[src/rtl/csr_rmw_unit_pkg.sv]
// Shared CSR read-modify-write definitions: Zicsr funct3 encodings, FSM state
// encodings, the read-only address prefix and default widths.
package csr_rmw_unit_pkg;

  localparam int XLEN_DEF   = 32;
  localparam int ADDR_W_DEF = 12;

  // Zicsr funct3; bit 2 selects the immediate (zimm) operand form
  localparam logic [2:0] F3_CSRRW  = 3'b001;
  localparam logic [2:0] F3_CSRRS  = 3'b010;
  localparam logic [2:0] F3_CSRRC  = 3'b011;
  localparam logic [2:0] F3_CSRRWI = 3'b101;
  localparam logic [2:0] F3_CSRRSI = 3'b110;
  localparam logic [2:0] F3_CSRRCI = 3'b111;

  // Sequencer states
  localparam logic [1:0] ST_IDLE    = 2'd0;
  localparam logic [1:0] ST_RD_WAIT = 2'd1;
  localparam logic [1:0] ST_MODIFY  = 2'd2;
  localparam logic [1:0] ST_RESP    = 2'd3;

  // Top two address bits of a read-only CSR
  localparam logic [1:0] RO_PREFIX = 2'b11;

endpackage

[src/rtl/csr_rmw_unit_alu.sv]
// Combinational modify stage for the CSR read-modify-write sequencer.
// Computes the new CSR value, whether a write should issue, and whether the
// access is illegal. Read-only trapping is built only when
// CSR_RMW_UNIT_RO_TRAP_EN is defined.
module csr_rmw_alu
  import csr_rmw_unit_pkg::*;
#(
  parameter int XLEN   = XLEN_DEF,
  parameter int ADDR_W = ADDR_W_DEF
) (
  input  logic [2:0]        funct3,
  input  logic [ADDR_W-1:0] addr,
  input  logic [XLEN-1:0]   oldVal,
  input  logic [XLEN-1:0]   rs1Val,
  input  logic [4:0]        src,
  output logic [XLEN-1:0]   newVal,
  output logic              wrEn,
  output logic              illegal
);

  logic [XLEN-1:0] operand;
  logic            wantWrite;
  logic            srcNz;

  assign srcNz = |src;

  // Operand select and modify function; S/C with a zero source is a pure read
  always_comb begin
    operand   = funct3[2] ? {{(XLEN-5){1'b0}}, src} : rs1Val;
    newVal    = oldVal;
    wantWrite = 1'b0;
    case (funct3[1:0])
      2'b01: begin
        newVal    = operand;
        wantWrite = 1'b1;
      end
      2'b10: begin
        newVal    = oldVal | operand;
        wantWrite = srcNz;
      end
      2'b11: begin
        newVal    = oldVal & ~operand;
        wantWrite = srcNz;
      end
      default: begin
        newVal    = oldVal;
        wantWrite = 1'b0;
      end
    endcase
  end

`ifdef CSR_RMW_UNIT_RO_TRAP_EN
  logic roAddr;
  assign roAddr = (addr[ADDR_W-1:ADDR_W-2] == RO_PREFIX);

  // Illegal: an actual write to a read-only CSR, or a non-Zicsr funct3
  always_comb begin
    illegal = (roAddr & wantWrite) | (funct3[1:0] == 2'b00);
    wrEn    = wantWrite & ~illegal;
  end
`else
  logic unusedAddr;
  assign unusedAddr = ^addr;

  // No trapping: every requested write goes through
  always_comb begin
    illegal = 1'b0;
    wrEn    = wantWrite;
  end
`endif

endmodule

[src/rtl/csr_rmw_unit.sv]
// Zicsr read-modify-write sequencer in front of a registered-read CSR file.
// IDLE -> RD_WAIT (CSR file samples address) -> MODIFY (write issues) ->
// RESP (one-cycle response pulse) -> IDLE. Optional read-only trapping via
// CSR_RMW_UNIT_RO_TRAP_EN.
module csr_rmw_unit
  import csr_rmw_unit_pkg::*;
#(
  parameter int XLEN   = XLEN_DEF,
  parameter int ADDR_W = ADDR_W_DEF
) (
  input  logic              clk,
  input  logic              reset,
  input  logic              req_valid,
  output logic              req_ready,
  input  logic [2:0]        req_funct3,
  input  logic [ADDR_W-1:0] req_addr,
  input  logic [4:0]        req_src,
  input  logic [XLEN-1:0]   req_rs1val,
  output logic              resp_valid,
  output logic [XLEN-1:0]   resp_rdval,
  output logic              resp_illegal,
  output logic [ADDR_W-1:0] csr_rdAddr,
  input  logic [XLEN-1:0]   csr_rdVal,
  output logic              csr_write,
  output logic [ADDR_W-1:0] csr_wrAddr,
  output logic [XLEN-1:0]   csr_wrVal
);

  logic [1:0]        state;
  logic [2:0]        funct3Q;
  logic [ADDR_W-1:0] addrQ;
  logic [4:0]        srcQ;
  logic [XLEN-1:0]   rs1Q;

  logic [XLEN-1:0]   aluNew;
  logic              aluWrEn;
  logic              aluIllegal;
  logic              inModify;

  csr_rmw_alu #(.XLEN(XLEN), .ADDR_W(ADDR_W)) uAlu (
    .funct3 (funct3Q),
    .addr   (addrQ),
    .oldVal (csr_rdVal),
    .rs1Val (rs1Q),
    .src    (srcQ),
    .newVal (aluNew),
    .wrEn   (aluWrEn),
    .illegal(aluIllegal)
  );

  assign inModify = (state == ST_MODIFY);

  // CSR file interface; write strobe exists only in MODIFY so an async reset
  // kills an in-flight write immediately
  always_comb begin
    req_ready  = (state == ST_IDLE);
    csr_rdAddr = addrQ;
    csr_wrAddr = addrQ;
    csr_write  = inModify & aluWrEn;
    csr_wrVal  = inModify ? aluNew : '0;
  end

  // Sequencer, request latch and response registers
  always_ff @(posedge clk or posedge reset) begin
    if (reset) begin
      state        <= ST_IDLE;
      funct3Q      <= '0;
      addrQ        <= '0;
      srcQ         <= '0;
      rs1Q         <= '0;
      resp_valid   <= 1'b0;
      resp_rdval   <= '0;
      resp_illegal <= 1'b0;
    end else begin
      resp_valid <= 1'b0;
      case (state)
        ST_IDLE: begin
          if (req_valid) begin
            funct3Q <= req_funct3;
            addrQ   <= req_addr;
            srcQ    <= req_src;
            rs1Q    <= req_rs1val;
            state   <= ST_RD_WAIT;
          end
        end
        ST_RD_WAIT: state <= ST_MODIFY;
        ST_MODIFY: begin
          resp_valid   <= 1'b1;
          resp_rdval   <= csr_rdVal;
          resp_illegal <= aluIllegal;
          state        <= ST_RESP;
        end
        ST_RESP: state <= ST_IDLE;
        default: state <= ST_IDLE;
      endcase
    end
  end

endmodule
[config.mk]
export PLATFORM = sky130hd
export DESIGN_NAME = csr_rmw_unit
export DESIGN_NICKNAME = d
export VERILOG_FILES = /design/src/rtl/csr_rmw_unit_pkg.sv /design/src/rtl/csr_rmw_unit_alu.sv /design/src/rtl/csr_rmw_unit.sv
export SDC_FILE = /design/constraint.sdc
export NUM_CORES = 1
export LEC_CHECK = 0
export CAP_MARGIN = 20
export CORE_UTILIZATION = 40
export CTS_BUF_LIST = sky130_fd_sc_hd__clkbuf_16
export DETAILED_ROUTE_END_ITERATION = 16
export PLACE_DENSITY = 0.78
export SLEW_MARGIN = 15
export SYNTH_ARGS = -nofsm -noshare
export SYNTH_HDL_FRONTEND = slang
export SYNTH_SLANG_ARGS = --single-unit
[constraint.sdc]
create_clock -name clk -period 3 [get_ports clk]
set_input_delay 0.6 -clock clk [delete_from_list [all_inputs] [get_ports clk]]
set_output_delay 0.6 -clock clk [all_outputs]
set_load 0.03 [all_outputs]
# Yosys cells after proc, flatten, opt, wreduce, memory -nomap -nowiden
# Index checks and enable logic that the tools add are counted.
totals:
  reg_bits: 87
  output_inout_bits: 92
  inputBits: 87
classes:
  n_bitwise: 4
  muxes: 7
  n_reduce_logical: 4
  eq_ne: 7
ops:
  columns: ["op", "n"]
  rows:
  - ["32-bit one-hot mux with 3 select lines", 1]
  - ["32-bit 2-to-1 mux", 2]
  - ["32-bit bitwise AND", 1]
  - ["32-bit inverter", 1]
  - ["32-bit bitwise OR", 1]
  - ["2-bit == test (second input constant)", 4]
  - ["2-bit one-hot mux with 4 select lines", 1]
  - ["5-bit OR reduction", 1]
  - ["2-bit by 1-bit == test with 1-bit output (second input constant)", 2]
  - ["2-bit logical NOT", 1]
  - ["2-bit 2-to-1 mux", 1]
  - ["2-bit != test (second input constant)", 1]
  - ["1-bit one-hot mux with 2 select lines", 1]
  - ["2-bit AND reduction", 1]
  - ["2-bit OR reduction", 1]
  - ["1-bit bitwise AND", 1]
  - ["1-bit 2-to-1 mux", 1]

# Longest topological paths before layout
# Gate-level depths: netlist of the first run.
logic_depth:
  word_depth: 5
  mapped_depth: 7

# By module
# A second synthesis of the first run with hierarchy kept.
hier_totals:
  cells_unflattened: 421
  area_unflattened_um2: 5181.2
modules_own_cells:
  columns: ["module", "instances", "cells_per_inst", "area_per_inst_um2"]
  rows:
  - ["csr_rmw_unit", 1, 242, 3875.0]
  - ["csr_rmw_alu", 1, 179, 1306.3]

# Least setup slack after synthesis of the first run
# OpenSTA, ideal clock, no wires.
synth_path:
  kind: "reg2out"
  start: "register state[0]"
  end: "output port csr_write"
  slack_ns: 0.693
  arrival_ns: 1.707
  n_path_buf: 3
  stages_incl_launch_ff: 8
  cell_sequence: "dfrtp_1 > inv_1 > ha_1 > buf_2 > buf_2 > buf_2 > o21ai_0 > a31oi_1"
synth_via:
  elab_chain_len: 2
synth_rtl:
  columns: ["element", "line_no", "source"]
  rows:
  - ["from (decl)", "csr_rmw_unit.sv:29", "logic [1:0] state;"]
  - ["from (signal assigned)", "csr_rmw_unit.sv:66", "state <= ST_IDLE;"]
  - ["from (signal assigned)", "csr_rmw_unit.sv:83", "state <= ST_RD_WAIT;"]
  - ["from (signal assigned)", "csr_rmw_unit.sv:86", "ST_RD_WAIT: state <= ST_MODIFY;"]
  - ["2-bit == test", "csr_rmw_unit.sv:51", "assign inModify = (state == ST_MODIFY);"]
  - ["net inModify", "csr_rmw_unit.sv:38", "logic inModify;"]
  - ["1-bit bitwise AND", "csr_rmw_unit.sv:59", "csr_write = inModify & aluWrEn;"]
  - ["to (decl)", "csr_rmw_unit.sv:24", "output logic csr_write,"]
# The timed path passes the listed nets, and every way through them passes these cells.

# Final worst setup path of the first run
layout_path:
  start: "register funct3Q[0]"
  end: "output port csr_wrVal[3]"
layout_via:
  elab_chain_len: 3
  word_cells_on_any_way: 5
  cone_classes: "3 x eq/ne; 2 x mux"
layout_rtl:
  columns: ["element", "line_no", "source"]
  rows:
  - ["from (decl)", "csr_rmw_unit.sv:30", "logic [2:0] funct3Q;"]
  - ["from (signal assigned)", "csr_rmw_unit.sv:79", "funct3Q <= req_funct3;"]
  - ["2-bit == test / 2-bit by 1-bit == test with 1-bit output (equally long branches)", "csr_rmw_unit_alu.sv:32", "case (funct3[1:0])"]
  - ["32-bit one-hot mux with 3 select lines *", "csr_rmw_unit_alu.sv:32", null]
  - ["32-bit 2-to-1 mux *", "csr_rmw_unit.sv:60", "csr_wrVal = inModify ? aluNew : '0;"]
  - ["to (decl)", "csr_rmw_unit.sv:26", "output logic [XLEN-1:0] csr_wrVal"]
# Every way passes the cells marked *; elsewhere a longest branch is shown, timed or not.

==> results.txt, run 1 <==
The run finished with clean final reports. For this run, the detailed router's first-pass iteration total came to 7. The tool flagged a number of max-cap violations equal to 0. The DRC violations left is 0. The via-per-instance ratio came out at around 5.1. The HPWL after detailed placement came out at 8380 um. The maximum number of pins on one net before global-route repair is 72.

The most common cell after layout, fill and taps aside is clkdlybuf4s50_1. For this block, the routed nets add up to around 12000 um of wire. The footprint of the multi-input gates came out at roughly 2000 um^2. The path class of the tightest hold or removal check is reg2reg.

The highest clock frequency the design can meet is ~350 MHz. The final count of hold timing violations is 0. The final clock period utilization by the worst path came out at 95.7%.

The register bit count reported by yosys is 87. The average wire per cell in the routed design came out at 16.2 um. Across all layers, the routed design uses 3722 vias. The number of levels the H-tree was split into is 3.

The count of standard-cell rows came out at 38. The total global-route track usage is about a fifth. The number of fill cells in the layout came out at around 930. The setup violation total in the final timing report is 0. The top cell types in the final layout, fill and taps aside, are 150 x clkdlybuf4s50_1, 86 x dfrtp_1, 71 x mux2_2, 36 x buf_4, 35 x nand2_1. Across the routed clock network, the largest skew measured is about 7 ps. After the first detailed-routing iteration, the DRC count stood at 175. The clock-pin slew on the worst setup and hold paths came out at about 60 ps.

The sum of negative setup slack is 0 ps. The number of routed nets with antenna violations is 0. The final hold slack is approximately 500 ps. The worst setup path is launched from a flip-flop.

The clock drives 87 sinks. The routability-driven placement congestion ratio is around 0.83. The highest ir drop seen on vdd is 0.731 mV.

The sequential share of the synthesized area came out at 48.5%. In this run the critical register-to-register path is launched from state[0]. The yosys synthesis warning count is 0. The area growth from synthesis to layout came out at 44.9%. At the end of the flow, the number of nets in the layout was approximately 670. The insertion delay of the later-clocked pin in the worst-skew pair is 340 ps.

The per-instance average area after synthesis is around 11 um^2. The worst hold path begins at resp_rdval[10]. The max-slew violation count is 0. The setup path with the least slack is of type reg2out. The boundary pin count is 179. The count of different cell masters after synthesis is 29. The tree is rooted in a clkbuf_16. The kind of end point of the critical path is an output port. Counting every instance in the synthesized netlist gives approximately 420. The global-route wire length before repair came out at 18700 um. Power comes to roughly 8 mW.

The initial core utilization is between 40 and 50%. Port buffering added roughly 180 buffers. The area of the mapped netlist is ~4500 um^2. The via count of the first global-routing pass is 3870. The worst path required time came out at approximately 2400 ps. Setup repair after global routing left no endpoint under its margin. The highest fanout seen on the critical path is 14.

The number of nets in the synthesized netlist came out at 511. The overflow left after global routing is 0. The floorplan step set the die width to around 110 um. The actual transition at the worst max-transition pin came out at 738 ps. In the final layout, the share of cells above drive strength 1 is 22.3%. The placeable core area is approximately 11000 um^2. The critical path starts at funct3Q[0]. The CTS buffer count is 9. The number of antenna violations at the first check in global routing came out at 1. The chip height came out at 108 um. In this run the deepest clock path goes through 2 buffers.

The headroom to the max-slew limit came out at 50.8%. The critical path data arrival time is 2270 ps. The TritonCTS clock tree is built.

The area taken by flip-flops and latches came out at ~2200 um^2. For this design the ratio of total power to cell area is between 1000 and 1500 nW/um^2. The minimum clock period came out at 2870 ps. For this design the static power due to leakage is roughly 2.8 nW. The floorplan step defined a die boundary enclosing roughly 12000 um^2.
[logic make-up after synthesis]
group | share of synthesized area [%]
AO/OA/AOI/OAI | 12.8
adder cells (fa/ha/maj) | 0.558
buffers and inverters | 8.11
flip-flops | 48.5
multiplexers | 18.8
other | 0.0836
AND/OR/NAND/NOR | 11.1
[report_power, final]
| part | internal (mW) | switching, mW |
|---|---|---|
| combinational | 2.09 | 2.59 |
| clock | 0.632 | 0.440 |
| sequential | 1.78 | 0.415 |
| total | 4.51 | 3.45 |
[state kept, by name, indices dropped and copies added, names as in the netlist]
| register | flops |
|---|---|
| resp_rdval | 32 |
| rs1Q | 32 |
| csr_rdAddr | 12 |
| srcQ | 5 |
| funct3Q | 3 |
| state | 2 |
| resp_valid | 1 |
[per-layer routing]
layer | GRT usage (%) | share of wire (%)
met1 | 24.9 | 41
met2 | 35.8 | 50
met3 | 5.21 | 6.7
met4 | 9.88 | 2.4
met5 | 0 | 0
[worst paths after layout]
path / slack [ps] / cells after the start / to
max: 130 / 4 / csr_wrVal[3]
min: 510 / 1 / resp_rdval[10]
max reg2reg: 1170 / 4 / resp_rdval[8]
min reg2reg: 510 / 1 / resp_rdval[10]
max in group asynchronous: 1810 / 3 / resp_rdval[7]
min in group asynchronous: 520 / 2 / csr_rdAddr[0]
[cell type report]
class,instances,area share (%)
clock inverters,7,0.866
multi-input cells,263,30.0
well taps,140,2.69
clock buffers,9,3.46
repair buffers,187,27.6
flip-flops and latches,87,33.5
diodes,1,0.0385
inverters,31,1.81
[critical path, cell delays in order (launching register included)]
cell,delay [ps]
dfrtp_2,540
nor2b_1,410
o211ai_1,180
o211ai_1,110
clkdlybuf4s50_1,700
[synth_stat cells]
library cell  instances  area, um^2
dfrtp_1              87        2180
mux2_2               71         800
nand2_1              36         135
inv_1                31         116
nand2b_1             28         175
o22ai_1              27         169
buf_2                17        85.1
o21ai_0              17        85.1
buf_4                15         113
nor2_1               15        56.3
a21boi_0             13        97.6
and3_1               12        75.1
o31a_1               12         105
o211ai_1             10        75.1
clkbuf_1              6        22.5
nand3_1               5        25.0
mux2_4                3        45.0
nor2b_1               3        18.8
a21boi_1              2        15.0
buf_6                 2        22.5
ha_1                  2        25.0
a21o_1                1        7.51
a21oi_1               1        5.00
a31oi_1               1        6.26
clkbuf_2              1        5.00
conb_1                1        3.75
nand2b_2              1        8.76
nor3_1                1        5.00
o31ai_1               1        7.51
[metrics by stage]
stage / worst slack [ps] / util, % / cell area, um^2 / cells
after floorplan: 150 / - / 4490 / 422
after global placement: 356 / 57.1 / 6210 / 708
after detailed placement: 323 / 57.1 / 6210 / 708
after CTS: 115 / 59.7 / 6490 / 724
after global routing: 13.9 / 59.7 / 6500 / 724
final: 128 / 59.7 / 6500 / 725
[repair_timing]
action / in CTS / in global routing
buffers inserted: 0 / 0
gates resized for setup: 1 / 1
pin swaps: 0 / 0
endpoints found under the setup margin: 1 / 1
hold buffers: 0 / 0
Note: power is estimated with default switching activity, not from simulation.
==> inputs of run 2 (changes only) <==
--- a/config.mk
+++ b/config.mk
@@ -5,7 +5,6 @@
 export SDC_FILE = /design/constraint.sdc
 export NUM_CORES = 1
 export LEC_CHECK = 0
-export CAP_MARGIN = 20
 export CORE_UTILIZATION = 40
 export CTS_BUF_LIST = sky130_fd_sc_hd__clkbuf_16
 export DETAILED_ROUTE_END_ITERATION = 16
==> results of run 2 <==
Same layout as run 1: the final DEF is identical, and so are final timing and power.
==> inputs of run 3 (changes only) <==
--- a/config.mk
+++ b/config.mk
@@ -9,6 +9,7 @@
 export CTS_BUF_LIST = sky130_fd_sc_hd__clkbuf_16
 export DETAILED_ROUTE_END_ITERATION = 16
 export PLACE_DENSITY = 0.78
+export SKIP_CTS_REPAIR_TIMING = 1
 export SLEW_MARGIN = 15
 export SYNTH_ARGS = -nofsm -noshare
 export SYNTH_HDL_FRONTEND = slang
==> results of run 3 <==
Same layout as run 1: the final DEF is identical, and so are final timing and power.
